**config.mk**
```make
export PLATFORM = sky130hd
export DESIGN_NAME = alu_result_encoder
export DESIGN_NICKNAME = d
export VERILOG_FILES = /design/src/rtl/alu_result_encoder_pkg.sv /design/src/rtl/alu_result_encoder_fifo2.sv /design/src/rtl/alu_result_encoder.sv
export SDC_FILE = /design/constraint.sdc
export NUM_CORES = 1
export LEC_CHECK = 0
export ABC_AREA = 1
export BUFFER_PORTS_ARGS = -buffer_cell sky130_fd_sc_hd__buf_2
export CAP_MARGIN = 20
export CORE_UTILIZATION = 57
export CTS_CLUSTER_DIAMETER = 40
export DETAILED_ROUTE_END_ITERATION = 12
export GPL_TIMING_DRIVEN = 0
export PLACE_DENSITY = 0.92
export SLEW_MARGIN = 5
export SYNTH_ARGS = -nofsm -noshare
export SYNTH_HDL_FRONTEND = slang
export SYNTH_SLANG_ARGS = --single-unit
```
**constraint.sdc**
```tcl
create_clock -name clk -period 3.5 [get_ports clk]
set_input_delay 0.525 -clock clk [delete_from_list [all_inputs] [get_ports clk]]
set_output_delay 0.525 -clock clk [all_outputs]
set_load 0.01 [all_outputs]
```
**src/rtl/alu_result_encoder_pkg.sv**
```systemverilog
// -----------------------------------------------------------------------------
// alu_result_encoder_pkg
// Shared definitions for the ALU function decoder and the result encoder:
//   - alu_func_e  : 2-bit function codes (ARITH, LOGIC, CMP, SHIFT)
//   - occ_state_e : occupancy state of the 2-entry result buffer
// -----------------------------------------------------------------------------
package alu_result_encoder_pkg;

    typedef enum logic [1:0] {
        ARITH = 2'b00,
        LOGIC = 2'b01,
        CMP   = 2'b10,
        SHIFT = 2'b11
    } alu_func_e;

    typedef enum logic [1:0] {
        EMPTY = 2'b00,
        ONE   = 2'b01,
        FULL  = 2'b10
    } occ_state_e;

    localparam int unsigned FUNC_W = 2;

endpackage : alu_result_encoder_pkg

```
**src/rtl/alu_result_encoder_fifo2.sv**
```systemverilog
// -----------------------------------------------------------------------------
// alu_result_fifo2
// Two-entry valid/ready FIFO with a registered head output.
// Ports:
//   clk, rst            : clock, asynchronous active-high reset
//   push_i, push_data_i : write request and entry (accepted when in_ready_o)
//   in_ready_o          : buffer has a free slot
//   pop_ready_i         : consumer takes the head entry this cycle
//   out_valid_o         : out_data_o holds a valid head entry
//   out_data_o          : registered head entry, zero while empty
// -----------------------------------------------------------------------------
module alu_result_fifo2
    import alu_result_encoder_pkg::*;
#(
    parameter int unsigned DW = 18
) (
    input  logic          clk,
    input  logic          rst,
    input  logic          push_i,
    input  logic [DW-1:0] push_data_i,
    output logic          in_ready_o,
    input  logic          pop_ready_i,
    output logic          out_valid_o,
    output logic [DW-1:0] out_data_o
);

    occ_state_e    state_q, state_d;
    logic          wptr_q, wptr_d;
    logic          rptr_q, rptr_d;
    logic [DW-1:0] mem_q [2];
    logic [DW-1:0] head_q, head_d;
    logic          do_push, do_pop;

    assign in_ready_o  = (state_q != FULL);
    assign out_valid_o = (state_q != EMPTY);
    assign out_data_o  = head_q;

    always_comb begin
        // NOTE: every signal gets a default first so no path leaves it unassigned (no latch).
        state_d = state_q;
        do_push = push_i && in_ready_o;
        do_pop  = out_valid_o && pop_ready_i;
        wptr_d  = wptr_q ^ do_push;   // 1-bit pointers wrap modulo 2
        rptr_d  = rptr_q ^ do_pop;

        unique case (state_q)
            EMPTY:   if (do_push) state_d = ONE;
            ONE: begin
                if (do_push && !do_pop)      state_d = FULL;
                else if (do_pop && !do_push) state_d = EMPTY;
            end
            FULL:    if (do_pop) state_d = ONE;
            default: state_d = EMPTY;
        endcase

        // The next head is the entry being written when it lands exactly
        // where the read pointer will point; otherwise it is already stored.
        if (state_d == EMPTY)
            head_d = '0;
        else if (do_push && (rptr_d == wptr_q))
            head_d = push_data_i;
        else
            head_d = mem_q[rptr_d];
    end

    always_ff @(posedge clk or posedge rst) begin
        // NOTE: sequential state uses non-blocking assignments so all registers update together.
        if (rst) begin
            state_q <= EMPTY;
            wptr_q  <= 1'b0;
            rptr_q  <= 1'b0;
            head_q  <= '0;
        end else begin
            state_q <= state_d;
            wptr_q  <= wptr_d;
            rptr_q  <= rptr_d;
            head_q  <= head_d;
        end
    end

    // NOTE: storage is not reset; stale slots are unreachable because the state and pointers are.
    always_ff @(posedge clk) begin
        if (do_push) mem_q[wptr_q] <= push_data_i;
    end

endmodule : alu_result_fifo2

```
**src/rtl/alu_result_encoder.sv**
```systemverilog
// -----------------------------------------------------------------------------
// alu_result_encoder
// Selects the result of whichever ALU unit pulsed its flag, tags it with the
// unit's function code and queues it in a 2-entry buffer for downstream.
// Ports:
//   clk, rst                 : clock, asynchronous active-high reset
//   *_out / *_flag           : signed result and valid pulse of each unit
//   out_ready                : downstream accepts the head entry
//   err_clr                  : clears the sticky error bits
//   alu_out / alu_func_out   : registered head result and its source code
//   out_valid / in_ready     : buffer handshake status
//   onehot_err               : sticky, several flags seen in one cycle
//   drop_err                 : sticky, a valid result arrived while full
// -----------------------------------------------------------------------------
module alu_result_encoder
    import alu_result_encoder_pkg::*;
#(
    parameter int unsigned WIDTH = 16
) (
    input  logic                    clk,
    input  logic                    rst,
    input  logic signed [WIDTH-1:0] arith_out,
    input  logic signed [WIDTH-1:0] logic_out,
    input  logic signed [WIDTH-1:0] cmp_out,
    input  logic signed [WIDTH-1:0] shift_out,
    input  logic                    arith_flag,
    input  logic                    logic_flag,
    input  logic                    cmp_flag,
    input  logic                    shift_flag,
    input  logic                    out_ready,
    input  logic                    err_clr,
    output logic signed [WIDTH-1:0] alu_out,
    output logic [FUNC_W-1:0]       alu_func_out,
    output logic                    out_valid,
    output logic                    in_ready,
    output logic                    onehot_err,
    output logic                    drop_err
);

    localparam int unsigned DW = WIDTH + FUNC_W;

    logic [3:0]       flags;
    logic             single_flag, multi_flag;
    logic [WIDTH-1:0] sel_data;
    alu_func_e        sel_code;
    logic [DW-1:0]    head_data;
    logic             onehot_err_q, onehot_err_d;
    logic             drop_err_q, drop_err_d;

    assign flags       = {shift_flag, cmp_flag, logic_flag, arith_flag};
    assign single_flag = ($countones(flags) == 1);
    assign multi_flag  = ($countones(flags) > 1);

    // Priority order is irrelevant: the selection is only pushed when a
    // single flag is high.
    always_comb begin
        sel_data = arith_out;
        sel_code = ARITH;
        if (logic_flag) begin
            sel_data = logic_out;
            sel_code = LOGIC;
        end else if (cmp_flag) begin
            sel_data = cmp_out;
            sel_code = CMP;
        end else if (shift_flag) begin
            sel_data = shift_out;
            sel_code = SHIFT;
        end
    end

    alu_result_fifo2 #(.DW(DW)) u_fifo (
        .clk         (clk),
        .rst         (rst),
        .push_i      (single_flag),
        .push_data_i ({sel_data, sel_code}),
        .in_ready_o  (in_ready),
        .pop_ready_i (out_ready),
        .out_valid_o (out_valid),
        .out_data_o  (head_data)
    );

    assign alu_out      = head_data[DW-1:FUNC_W];
    assign alu_func_out = head_data[FUNC_W-1:0];

    // An error event in the same cycle as err_clr wins.
    always_comb begin
        onehot_err_d = onehot_err_q;
        drop_err_d   = drop_err_q;
        if (err_clr) begin
            onehot_err_d = 1'b0;
            drop_err_d   = 1'b0;
        end
        if (multi_flag)              onehot_err_d = 1'b1;
        if (single_flag && !in_ready) drop_err_d  = 1'b1;
    end

    always_ff @(posedge clk or posedge rst) begin
        if (rst) begin
            onehot_err_q <= 1'b0;
            drop_err_q   <= 1'b0;
        end else begin
            onehot_err_q <= onehot_err_d;
            drop_err_q   <= drop_err_d;
        end
    end

    assign onehot_err = onehot_err_q;
    assign drop_err   = drop_err_q;

endmodule : alu_result_encoder

```
After elaboration in Yosys (flattened, before gate mapping)
Memories as Yosys holds them, arrays and structs flattened.
Index checks and enable logic that the tools add are counted.
{"block": "op_classes", "magnitude_cmp": 1, "n_reduce_logical": 14, "eq_ne": 5, "n_bitwise": 2, "muxes": 18, "n_addsub": 3}
{"cell": "16-bit two-way mux", "count": 3}
{"cell": "18-bit two-way mux", "count": 2}
{"cell": "32-bit by 2-bit equality test with 1-bit output (second input constant)", "count": 1}
{"cell": "2-bit two-way mux", "count": 7}
{"cell": "1-bit logical AND", "count": 6}
{"cell": "2-bit one-hot mux with 3 select lines", "count": 1}
{"cell": "2-bit nonzero test", "count": 3}
{"cell": "1-bit two-way mux", "count": 5}
{"cell": "1-bit by 1-bit adder with 2-bit output", "count": 2}
{"cell": "2-bit zero test", "count": 2}
{"cell": "2-bit by 2-bit adder with 3-bit output", "count": 1}
{"cell": "3-bit by 1-bit > comparator with 1-bit output (second input constant)", "count": 1}
{"cell": "1-bit zero test", "count": 3}
{"cell": "2-bit by 1-bit equality test with 1-bit output (second input constant)", "count": 1}
{"cell": "2-bit equality test (second input constant)", "count": 1}
{"cell": "2-bit != test (second input constant)", "count": 1}
{"cell": "1-bit XOR", "count": 2}
{"cell": "1-bit equality test", "count": 1}
{"block": "word_totals", "mem_count": 1, "ff_bits": 24, "mem_bits_rw": 36, "input_bits": 72}
{"name": "u_fifo.mem_q", "depth": 2, "word_bits": 18, "read_ports": 1, "rd_ports_with_merged_regs": 0, "write_ports": 1, "line_no": "alu_result_encoder_fifo2.sv:30", "text": "logic [DW-1:0] mem_q [2];"}

Logic depth before layout (Yosys ltp)
Gate-level depths: netlist of the first run.
{"block": "depth", "depth_word": 11, "depth_mapped": 16}

Hierarchy
Synthesis of the first run repeated with hierarchy kept, for this count alone.
{"block": "hier_totals", "hier_cells": 427, "area_unflattened_um2": 3470.8}
{"module": "alu_result_fifo2", "cells_each": 282, "area_per_inst_um2": 2658.8, "instances": 1, "seq_area_each_um2": 1631.6}
{"module": "alu_result_encoder", "cells_each": 145, "area_per_inst_um2": 812.0, "instances": 1, "seq_area_each_um2": 50.0}

Least setup slack after synthesis of the first run
No wires, ideal clock.
{"block": "synth_path", "path_type": "input-to-reg", "startpoint": "input logic_flag", "endpoint": "memory u_fifo.mem_q[1][0] (enable)", "setup_time_ns": 0.394, "arrival_ns": 3.279, "slack_ns": -0.173, "n_path_buf": 3, "required_ns": 3.106, "stages": 14, "cell_sequence": "buf_4 > inv_1 > clkbuf_2 > fa_1 > inv_1 > ha_1 > inv_1 > ha_1 > nor2_1 > nand2_1 > nor2_2 > buf_2 > inv_1 > nor2_1"}
{"block": "synth_via", "elab_chain_len": 6}
{"element": "from (decl)", "line_no": "alu_result_encoder.sv:27", "text": "input logic logic_flag,"}
{"element": "1-bit by 1-bit adder with 2-bit output (implied by the code)", "line_no": "alu_result_encoder.sv:51", "text": "assign single_flag = ($countones(flags) == 1);"}
{"element": "2-bit by 2-bit adder with 3-bit output (implied by the code)", "line_no": "alu_result_encoder.sv:51"}
{"element": "32-bit by 2-bit equality test with 1-bit output", "line_no": "alu_result_encoder.sv:51"}
{"element": "1-bit logical AND", "line_no": "alu_result_encoder_fifo2.sv:41", "text": "do_push = push_i && in_ready_o;"}
{"element": "1-bit two-way mux", "line_no": "alu_result_encoder_fifo2.sv:83", "text": "if (do_push) mem_q[wptr_q] <= push_data_i;"}
{"element": "1-bit two-way mux (implied by the code)", "line_no": "alu_result_encoder_fifo2.sv:83"}
{"element": "to (decl)", "line_no": "alu_result_encoder_fifo2.sv:30"}
No other way between the ends.

Worst setup path after layout of the first run
{"block": "layout_path", "startpoint": "input logic_flag", "endpoint": "memory u_fifo.mem_q[1][9] (enable)"}
The elaborated chain is that of the path after synthesis.

==> summary.txt, run 1 <==
Syn_area_per_cell = 8.35 sq um
Leading register cell type out of synthesis = edfxtp_1
Crit-path most repeated cell = inv_1
Commonest cells in the netlist = nand2_1, inv_1, nand3_1
CTS sink count = 60
Worst skew pair latency = 0.34 ns
Crit path cell chain = buf_4 > inv_1 > clkbuf_2 > fa_1 > inv_1 > ha_1 > inv_1 > ha_1 > nor2_1 > nand2_1 > nor2_2 > buf_2 > inv_1 > nor2_4 > buf_12
RSZ-0062 raised after global routing = no
DR vias = 3015
CP required = 3.55 ns
Clock root buffer = clkbuf_8
Worst setup EP type = flop
Hold-fix buffers, CTS = 0
Worst setup margin = 0.197 ns
Kind of critical path = in -> reg
Synthesized instance count = 415
Die Ht = 80.0 um
Worst-Margin Slew = 0.832 ns
Max rail drop VDD = 0.000404 V
CTS tree = built
IO Port Bufs = 92
FF+latch area = 1680 sq um
CP max stage delay = 0.44 ns
Synth Cell Area = 3460 sq um
Vias in the first global route = 2689
Core ar. = 5890 sq um
Final Skew = 0.00594 ns
Initial antenna violation count = 0
Starting density of the core = 58.9%
Max cap viols = 0
HP Class = in -> async
Pwr/cell area = 680 nW/um^2
CP startpoint kind = primary input
Final min period = 3.30 ns
Initial DRC count = 164
DR vias/cell = 5.03
Clock Path Buffers = 2
Synth area leaders = edfxtp_1, dfrtp_1, nand2_1, nand3_1, inv_1
Global-route wire length before repair = 12400 um
Die area = 6390 sq um
Final HPWL DP = 5880 um
Pin count of the biggest net entering global routing = 25
GPL Wtd Cong = 0.786
Area Growth Syn to Fin = 22.9%
Yosys top cell by area = edfxtp_1
TritonRoute pass-1 iters = 4
Io pins = 94
Slew margin rel. = 44.5%
Filler instances = 426
Fmax = 303 MHz
Post-synth EDFFs = 36
Nets = 596
Avg WL per Cell = 12.9 um
Total CTS buffers = 9
WL final = 7720 um
Slowest CP cell = fa_1
Post-synthesis net count = 491
Final hold violation count = 0
Most instantiated library cell after synthesis = nand2_1
Final cycle utilization of the critical path = 94.4%
LEAKAGE = 2.26 nW
Critical Path AT = 3.35 ns
ANT cells = 0
Post-synth ARST share = 40.0%
Synth warn = 0
Synthesized flop and latch total = 60
Post-route ant nets = 0
DRC viols = 0
Synth top area share = 31.2%
Die Wd = 80.0 um
Count of cell types in the netlist = 28
Design Power = 2.90 mW
Placement Rows = 28
TNS Setup = 0 ns
Outcome = finished clean
Post-synthesis sequential area ratio = 48.5%
CP Max Fanout = 18
Max Slew Vio Count = 0
Total GRT Usage = 26.1%
Final setup fails = 0
Remaining Overflow, GRT = 0
CTS HTree Levels = 3
Reg clk slew, reported paths = 0.06 ns
Layout cells sized above 1 = 33.5%
Area of the multi-input gates = 1350 sq um
Worst slack, placed = -0.594 ns
-- cells by family after synthesis --
| group | Yosys count | share of synthesized area [%] |
|---|---|---|
| xor gates and xnor gates | 1 | 0.253 |
| buffers and inverters | 92 | 13.0 |
| DFF | 60 | 48.5 |
| and+or+nand+nor | 237 | 33.5 |
| AOI/OAI and AO/OA | 21 | 3.07 |
| adders and majority gates | 4 | 1.66 |
-- final timing paths --
path / slack [ns] / depth (start not counted) / to / start
setup / recovery: 0.20 / 15 / u_fifo.mem_q[1][9] / logic_flag
min in group clk: 0.39 / 2 / drop_err / err_clr
hold / removal: 0.35 / 2 / u_fifo.state_q[0] / rst
max in group asynchronous: 2.63 / 2 / u_fifo.state_q[1] / rst
setup reg to reg: 1.74 / 7 / u_fifo.mem_q[1][9] / u_fifo.state_q[1]
hold reg to reg: 0.53 / 2 / onehot_err / onehot_err
-- power by group --
part           leakage [nW]  internal (mW)  total [mW]  switching (mW)
logic                  1.53          0.519        1.32           0.797
registers             0.640          0.945        1.01          0.0635
clock network        0.0911          0.321       0.571           0.250
total                  2.26           1.78        2.90            1.11
-- layer usage --
metal,track usage [%],up-vias,share of wire [%]
li1,-,1518,-
met1,34.3,1336,43
met2,41.9,151,49
met3,4.80,10,6.8
met4,12.0,0,1.5
met5,0,-,0
-- worst max-delay path: cells and delay by family --
kind	cells	cell delay, ns
adder cells (fa/ha/maj)	3	0.90
buffers and inverters	8	1.25
AND/OR/NAND/NOR	4	0.66
-- sequential cells by signal, summed over array words and instances (netlist names) --
| signal | count |
|---|---|
| u_fifo.state_q | 2 |
| u_fifo.out_data_o | 18 |
| u_fifo.wptr_q | 1 |
| drop_err | 1 |
| u_fifo.rptr_q | 1 |
| u_fifo.mem_q | 36 |
| onehot_err | 1 |
-- area by class of cell --
type / instances / area share (%)
clock buffer: 10 / 3.00
tap: 75 / 2.20
multi-input combinational: 263 / 31.7
clock inverter: 6 / 1.29
inverter: 72 / 6.35
sequential: 60 / 39.5
buffer: 20 / 4.23
timing repair buffer: 94 / 11.8
-- repair_timing --
item | in CTS | in global routing
pin swaps | 0 | 2
setup buffers | 0 | 2
setup endpoints to repair | 37 | 37
resized for setup | 0 | 2
-- cell usage in the layout (no fill, tap or decap), types with 2 or more instances in the layout --
master / n
nand2_1: 110
buf_2: 96
inv_1: 69
nand3_1: 65
edfxtp_1: 36
dfrtp_1: 24
a21oi_1: 16
or2_2: 16
nor2_1: 15
nand3_2: 12
nor2_2: 11
clkbuf_8: 9
buf_6: 7
buf_4: 5
nor2_4: 4
inv_2: 3
o21ai_1: 3
buf_12: 3
ha_1: 3
nand2_4: 2
clkbuf_1: 2
clkinv_1: 2
clkinv_2: 2
-- per-stage QoR --
step	cell area, sq um	hold slack [ns]	utilization [%]	instances
final	4260	0.350	72.3	600
after global routing	4260	0.390	72.3	600
after CTS	4210	0.371	71.5	598
after detailed placement	4020	0.523	68.4	582
after global placement	4020	0.508	68.4	582
after floorplan	3470	0.540	-	415
No activity file was read; power rests on OpenSTA's default activity.
==> run 2, diff against run 1 <==
ABC_AREA = 0   (was 1)
CORE_UTILIZATION = 55   (was 57)
PLACE_DENSITY = 0.91   (was 0.92)
RECOVER_POWER = 50   (was not set)
==> run 2 against run 1 <==
Effect of this change:
- setup slack worse by 0.040 ns
- largest cell class unchanged
- maximum frequency shrank 1.2%
- critical path type unchanged
- flip-flop and latch count did not move
- clock power fell by 4.4%
- count of clock-buffer cells in the layout rose by 4
- clock skew grew 0.0016 ns
- non-clock buffer count down 5
- synthesized area shrank 10%
- sequential power about the same
- wire length shrank 1.8%
- first-iteration DRC count grew 86%
- highest routed layer unchanged
==> summary.txt, run 2 <==
Io pins = 94 (unchanged)
Area Growth Syn to Fin = 23.8%
Core ar. = 5470 sq um (-7.0%)
Placed Area = 3670 sq um (-8.9%)
Filler instances = 403 (-5.4%)
GRT met1 Usage = 31.7% (-2.6 points)
Synthesized flop and latch total = 60 (unchanged)
Total GRT Usage = 25.6% (-0.51 points)
Syn_area_per_cell = 12.3 sq um (+47%)
FF-to-FF path depth = 6 (-1)
TritonRoute pass-1 iters = 4 (unchanged)
Kind of critical path = in -> reg
Remaining Overflow, GRT = 0 (unchanged)
Post-synthesis net count = 330 (-33%)
Total CTS buffers = 9 (unchanged)
Max cap viols = 0 (unchanged)
Final HPWL DP = 4960 um (-16%)
FF-to-FF setup slack = 1.35 ns (-0.39 ns)
Worst setup EP type = flop
Vias in the first global route = 2426 (-9.8%)
Max rail drop VDD = 0.000393 V (-2.6%)
Initial DRC count = 305 (+86%)
Synth warn = 0 (unchanged)
Hold-fix buffers, CTS = 0 (unchanged)
CTS tree = built
Pin count of the biggest net entering global routing = 25 (unchanged)
Final Skew = 0.00753 ns (+0.00159 ns)
Worst setup margin = 0.157 ns (-0.0399 ns)
TNS Setup = 0 ns (unchanged)
CP startpoint kind = primary input
Outcome = finished clean
Count of cell types in the netlist = 33 (+18%)
Global-route wire length before repair = 11500 um (-7.2%)
Design Power = 2.64 mW (-8.7%)
Die Ht = 77.2 um (-3.4%)
Reg-to-Reg End = u_fifo.out_data_o[16]
Clock root buffer = clkbuf_8
Max reg flops = 36 (unchanged)
Final setup fails = 0 (unchanged)
Post-synthesis sequential area ratio = 54.0% (+5.5 points)
Synth top area share = 34.7% (+3.5 points)
ANT cells = 0 (unchanged)
Final hold violation count = 0 (unchanged)
Worst slack, placed = -0.531 ns (+0.0633 ns)
Avg WL per Cell = 17.4 um (+35%)
DR vias/cell = 5.61 (+12%)
CTS sink count = 60 (unchanged)
WL final = 7580 um (-1.8%)
Final min period = 3.34 ns (+0.0399 ns)
Largest Register = u_fifo.mem_q
Yosys top cell by area = edfxtp_1
Post-route ant nets = 0 (unchanged)
DR vias = 2441 (-19%)
Starting density of the core = 56.9% (-2.0 points)
Die Wd = 77.2 um (-3.4%)
Leading register cell type out of synthesis = edfxtp_1
Critical Path AT = 3.58 ns (+0.23 ns)
Synth Cell Area = 3110 sq um (-10%)
CP Max Fanout = 10 (-8)
LEAKAGE = 1.66 nW (-27%)
Synthesized instance count = 254 (-39%)
Synth area leaders = edfxtp_1, dfrtp_1, mux2i_1, a211oi_1, nor4b_1
Post-synth ARST share = 40.0% (unchanged)
Placement Rows = 27 (-3.6%)
Fmax = 299 MHz (-1.2%)
Area of the multi-input gates = 1270 sq um (-5.6%)
Fin util = 70.4% (-1.9 points)
IO Port Bufs = 91 (-1.1%)
HP Class = in -> async
Cell area after layout = 3850 sq um (-9.4%)
Layout cells sized above 1 = 28.4% (-5.1 points)
Initial antenna violation count = 0 (unchanged)
Most common cell after layout, fill and taps aside = buf_2
CP required = 3.73 ns (+0.18 ns)
Nets = 434 (-27%)
Reg2reg start = u_fifo.wptr_q
Global route hottest layer = met2
Most instantiated library cell after synthesis = edfxtp_1
CTS HTree Levels = 3 (unchanged)
Max Slew Vio Count = 0 (unchanged)
Pwr/cell area = 685 nW/um^2 (+0.78%)
Die area = 5970 sq um (-6.7%)
Reg clk slew, reported paths = 0.07 ns (about the same)
DRC viols = 0 (unchanged)
FF+latch area = 1680 sq um (unchanged)
Met2 Resource Use GR = 42.4% (+0.51 points)
Worst-Margin Slew = 0.971 ns (+0.138 ns)
Worst skew pair latency = 0.34 ns (about the same)
Commonest cells in the netlist = edfxtp_1, a211oi_1, mux2i_1
Final cycle utilization of the critical path = 95.5% (+1.1 points)
GPL Wtd Cong = 0.815 (+3.8%)
Post-synth EDFFs = 36 (unchanged)
Met3 usage = 4.52% (-0.28 points)
Clock Path Buffers = 2 (unchanged)
Slew margin rel. = 34.8% (-9.6 points)
Commonest cells after routing, fill and taps aside = buf_2, edfxtp_1, mux2i_1, a211oi_1, clkbuf_1
==> run 2: worst max-delay path by stage <==
stage | start | to | slack (ns) | depth (start not counted)
global placement | shift_flag | u_fifo.mem_q[1][9] | -0.46 | 10
detailed placement | shift_flag | u_fifo.mem_q[0][2] | -0.53 | 12
CTS | shift_flag | u_fifo.out_data_o[8] | 0.12 | 14
finish | shift_flag | u_fifo.out_data_o[8] | 0.16 | 14
global route | shift_flag | u_fifo.out_data_o[15] | -0.04 | 14
floorplan | shift_flag | u_fifo.mem_q[0][0] | 0.05 | 12
==> run 2: area by class of cell <==
type / count / share of cell area, %
buffer: 16 / 3.57
clock buffer: 14 / 4.22
clock inverter: 2 / 0.227
inverter: 12 / 1.17
multi-input combinational: 166 / 33.0
sequential: 60 / 43.6
tap: 72 / 2.34
timing repair buffer: 93 / 11.8
==> run 2: power by group <==
part / internal [mW] / switching (mW)
Clock: 0.293 / 0.253
Combinational: 0.437 / 0.629
Sequential: 0.951 / 0.0795
==> run 2: what timing repair did <==
action	in CTS	in global routing
setup buffers	2	0
cloned	0	0
resized for setup	2	3
pin swaps	1	0
endpoints found under the setup margin	47	7
==> run 2: worst max-delay path: stages <==
cell and delay, ns:
buf_2 0.21, buf_4 0.28, inv_1 0.12, fa_1 0.49, inv_1 0.04, ha_1 0.20, inv_1 0.06, ha_1 0.25
nor3b_2 0.36, nand2_1 0.20, or2_1 0.27, buf_6 0.15, clkbuf_8 0.17, a211oi_1 0.24
==> run 2: kinds of logic after synthesis <==
kind of cell / share of synthesized area, %
AND/OR/NAND/NOR: 15.5
flip-flops: 54.0
AO/OA/AOI/OAI: 10.6
multiplexers: 10.9
buffers and inverters: 5.79
XOR/XNOR: 1.37
adder cells (fa/ha/maj): 1.85
==> run 2: metal layers <==
layer | part of all wire (%) | vias up | routed length [um]
li1 | - | 1141 | -
met1 | 39 | 1168 | 2940
met2 | 52 | 114 | 3910
met3 | 7.5 | 18 | 568
met4 | 2.0 | 0 | 155
met5 | 0 | - | 0
==> run 2: through the flow <==
| stage | std cells | hold slack [ns] |
|---|---|---|
| CTS | 435 | 0.394 |
| finish | 435 | 0.395 |
| detailed placement | 417 | 0.525 |
| global placement | 417 | 0.512 |
| floorplan | 254 | 0.540 |
| global route | 435 | 0.414 |
